===== config.mk =====
export PLATFORM = sky130hd
export DESIGN_NAME = sat_counter
export DESIGN_NICKNAME = d
export VERILOG_FILES = /design/src/rtl/sat_counter.sv
export SDC_FILE = /design/constraint.sdc
export NUM_CORES = 1
export LEC_CHECK = 0
export CAP_MARGIN = 20
export CORE_AREA = 2 2 39 41
export CTS_CLUSTER_SIZE = 14
export DETAILED_ROUTE_END_ITERATION = 8
export DIE_AREA = 0 0 41 43
export PLACE_DENSITY = 0.4
export RECOVER_POWER = 50
export SLEW_MARGIN = 20
export SYNTH_ARGS = -nofsm -noshare
export SYNTH_HDL_FRONTEND = slang
export SYNTH_SLANG_ARGS = --single-unit

===== constraint.sdc =====
create_clock -name clk -period 1.3 [get_ports clk]
set_input_delay 0.13 -clock clk [delete_from_list [all_inputs] [get_ports clk]]
set_output_delay 0.13 -clock clk [all_outputs]
set_load 0.01 [all_outputs]

===== src/rtl/sat_counter.sv =====
// Event counter with synchronous clear; either saturates at all-ones or rolls over.
module sat_counter #(
  parameter int W   = 4,
  parameter bit SAT = 1'b1
) (
  input  logic         clk,
  input  logic         rst,
  input  logic         clr,
  input  logic         inc,
  output logic [W-1:0] count
);

  logic [W-1:0] count_r;

  // Clear wins over increment; saturating variant holds at all-ones.
  always_ff @(posedge clk or negedge rst) begin
    if (!rst) begin
      count_r <= {W{1'b0}};
    end else if (clr) begin
      count_r <= {W{1'b0}};
    end else if (inc) begin
      if (SAT && (count_r == {W{1'b1}})) begin
        count_r <= count_r;
      end else begin
        count_r <= count_r + {{(W-1){1'b0}}, 1'b1};
      end
    end else begin
      count_r <= count_r;
    end
  end

  assign count = count_r;

endmodule


After elaboration in Yosys (flattened, before gate mapping)
Cells that the tools add are included.
{"block": "totals", "regBits": 4, "in_bits": 4, "output_inout_bits": 4, "wordCells": 9}
{"block": "classes", "n_addsub": 1, "n_eq_ne": 2, "n_mux": 3, "n_reduce_logical": 2}
{"operator": "$mux 4", "count": 3}
{"operator": "$add 4x1->4 const B", "count": 1}
{"operator": "$eq 4x4->1 const B", "count": 1}
{"operator": "$ne 2x2->1 const B", "count": 1}
{"operator": "$reduce_and 2->1", "count": 1}
{"operator": "$reduce_bool 2->1", "count": 1}

Depth between registers and ports, before layout
{"block": "depth", "ltp_word": 4, "ltp_mapped": 3, "depth_no_buf": 3}

Worst setup path after synthesis
Ideal clock, no wire load.
{"block": "synth_path", "kind": "reg2reg", "from": "reg count_r[0], in the netlist count[0]", "to": "reg count_r[0], in the netlist count[0]", "setup_time_ns": 0.125, "arrival_ns": 1.208, "t_required_ns": 1.175, "slack_ns": -0.033, "stages_incl_launch_ff": 4, "n_path_buf": 0, "synth_period_minus_slack_ns": 1.333, "cell_sequence": "dfrtp_1 ha_1 a31oi_4 mux2_4"}
{"block": "synth_between", "elab_chain_len": 4, "elab_cells_between_ends": 7, "classes_between": "add/sub (1); eq/ne (2); mux (3); reduce/logical (1)"}
{"element": "start: declaration", "line_no": "13", "text": "logic [W-1:0] count_r;"}
{"element": "start signal: assignment", "line_no": "18", "text": "count_r <= {W{1'b0}};"}
{"element": "start signal: assignment", "line_no": "20", "text": "count_r <= {W{1'b0}};"}
{"element": "start signal: assignment", "line_no": "23", "text": "count_r <= count_r;"}
{"element": "$add 4x1->4", "line_no": "25", "text": "count_r <= count_r + {{(W-1){1'b0}}, 1'b1};"}
{"element": "$mux 4", "line_no": "22", "text": "if (SAT && (count_r == {W{1'b1}})) begin"}
{"element": "$mux 4", "line_no": "21", "text": "end else if (inc) begin"}
{"element": "$mux 4", "line_no": "19", "text": "end else if (clr) begin"}
Several ways; a longest one is shown, not always the timed one. The select of a mux whose other input is x is not followed.
A chain may end at the register's enable or synchronous reset.

Worst setup path in the final report
Ends and elaborated chain as after synthesis.

==> flow_summary.yaml <==
timing:
  setup_viol: 0
  worst_slew_pin_slew_ns: 0.211
  post-route-period-util_pct: 96.3
  slew_headroom_pct: 85.9
  skew_ns: 0.00215
  final_hold_viol_count: 0
  finalWorstSetupSlack_ns: 0.0479
  min_period_ns: 1.25
  maxSlewViolCount: 0
  max_freq_mhz: 799
  rsz0062_at_grt: "no"
detailed_routing:
  vias: 210
  first_pass_iters: 2
  drt_wl_total_um: 555
  post_drt_wl_per_cell_um: 11.1
  ant_nets: 0
  drc_errors: 0
  drt_iter0_drc: 2
  vias_per_cell: 4.20
power_and_ir_drop:
  switchingPower_uw: 78.6
  pwr-share-clk_pct: 42.7
  vdd_drop_max_mv: 0.297
  intPower_uw: 270
  p_seq_share_pct: 39.0
  p_total_uw: 348
  powerDensity_nw_per_um2: 953
  swShare_pct: 22.6
  p_leak_nw: 0.172
  power_frac_comb_pct: 18.3
job:
  drv_cap: 0
critical_path:
  cp-startpoint: "count[0]"
  startpoint_type: "flip-flop"
  setup.worst_path.class: "reg -> reg"
  cp_max_fo: 4
  crit_arrival_ns: 1.36
  end_kind: "flip-flop"
  critPathMaxStageDelay_ns: 0.37
  worstPathRequired_ns: 1.41
  worstReg2RegStart: "count[0]"
  crit_slowest_cell: "dfrtp_1"
  worstRegToRegCells: 3
  cp_cell_sequence: "ha_2 -> a31oi_4 -> mux2_4"
floorplan:
  fp.dieW_um: 41
  core_um2: 1380
  start_util_pct: 16.5
  dieArea_um2: 1760
  ios: 8
  rows: 14
  fp.dieH_um: 43
finish:
  utilization_pct: 26.4
  syn_to_final_growth_pct: 60.4
  drive_gt1_share_pct: 29.4
  n_fill_cell: 164
  final_cell_mix: "dlygate4sd2_1 (4), clkbuf_4 (3), dfrtp_1 (3), buf_4 (3)"
  final_common_cell: "dlygate4sd2_1"
  num_antenna_cells: 0
  largest_reg_flops: 4
  fin_nets: 41
  layout.cells.non_filler: 50
clock_network:
  clk_latency_ns: 0.23
  clkSinkCount: 4
  cts_tree: "built"
  cts_buffer_depth: 2
  clk_pin_slew_ns: 0.04
  cts_made_buffers: 3
  cts-root-buf: "clkbuf_4"
  cts.htree.levels: 1
synthesis:
  netlist_instances: 20
  yosysSeqAreaShare_pct: 44.0
  synth_fp_nets: 25
  ys_seq_elements: 4
  syn_area_per_cell_um2: 11.4
  yosysWarnings: 0
  syn_area_um2: 228
  synth_cell_types: 14
worst_hold_path:
  hold_path_class: "in -> async"
global_routing:
  grt_pass1_vias: 225
  grt_max_degree: 7
  grt.total_usage_pct: 8.77
  grt_overflow: 0
  antenna_found_initial: 0
  grt_first_pass_wirelength_um: 897
place:
  place_congestion: 0.661
  placed_cells: 47
  io_buffers: 7
  post-place-ws_ns: -0.0122
status:
  status: "finished clean"
[what timing repair did]
| action | 4_1_cts | 5_1_grt |
|---|---|---|
| resized for setup | 5 | 0 |
| hold buffers | 0 | 0 |
| setup buffers | 0 | 0 |
| setup endpoints to repair | 4 | 0 |
| hold endpoints to repair | 0 | 0 |
[routing by layer]
metal / share of wire [%] / GRT usage (%)
met1: 43 / 8.14
met2: 47 / 11.9
met3: 9.0 / 6.28
met4: 1.1 / 8.00
met5: 0 / 0
[cell usage after synthesis]
library cell	count	area (um2)
mux2i_1	1	10.0
a31oi_4	1	21.3
nand2b_1	2	12.5
mux2_4	1	15.0
and4b_1	1	10.0
nand4_1	1	6.26
dfrtp_1	4	100
a211oi_1	1	7.51
ha_1	1	12.5
nor2_1	1	3.75
a21oi_1	1	5.00
inv_1	2	7.51
nor3_1	2	10.0
nor2b_1	1	6.26
[path summary, 6_finish.rpt]
path / end / slack, ns
worst min register to register: count[3] / 0.61
max in group asynchronous: count[2] / 0.93
worst max register to register: count[0] / 0.05
worst min-delay path: count[3] / 0.18
min in group clk: count[3] / 0.59
worst max-delay path: count[0] / 0.05
[power groups by stage]
stage | clock [mW] | combinational (mW) | sequential (mW)
3_5_place_dp | 0 | 0.0715 | 0.137
5_1_grt | 0.173 | 0.0690 | 0.136
4_1_cts | 0.157 | 0.0676 | 0.136
2_1_floorplan | 0 | 0.0217 | 0.142
6_report | 0.149 | 0.0637 | 0.136
3_3_place_gp | 0 | 0.0702 | 0.137
[stage by stage]
step | instance area, um2 | hold WS [ns] | TNS [ns]
2_1_floorplan | 230 | -0.166 | 0
3_3_place_gp | 350 | 0.354 | 0
3_5_place_dp | 350 | 0.357 | -0.0122
4_1_cts | 369 | 0.110 | 0
5_1_grt | 365 | 0.182 | 0
6_report | 365 | 0.179 | 0
[worst max-delay path: cells and delay by family, from the launching register on]
family                   cells  cell delay (ns)
adder cells (fa/ha/maj)      1             0.22
flip-flops                   1             0.37
AO/OA/AOI/OAI                1             0.22
multiplexers                 1             0.31
[cell families after synthesis]
kind of cell	synth area share, %
adder cells (fa/ha/maj)	5.49
flip-flops	44.0
AO/OA/AOI/OAI	14.8
buffers and inverters	3.30
AND/OR/NAND/NOR	21.4
multiplexers	11.0
[area by class of cell]
class	count	area, um2	area share, %
timing repair buffer	11	91.3	25.0
tap	16	20.0	5.48
inverter	2	7.51	2.05
clock buffer	3	22.5	6.16
multi-input combinational	14	123	33.6
sequential	4	101	27.7
Note: power is estimated with default switching activity, not from simulation.
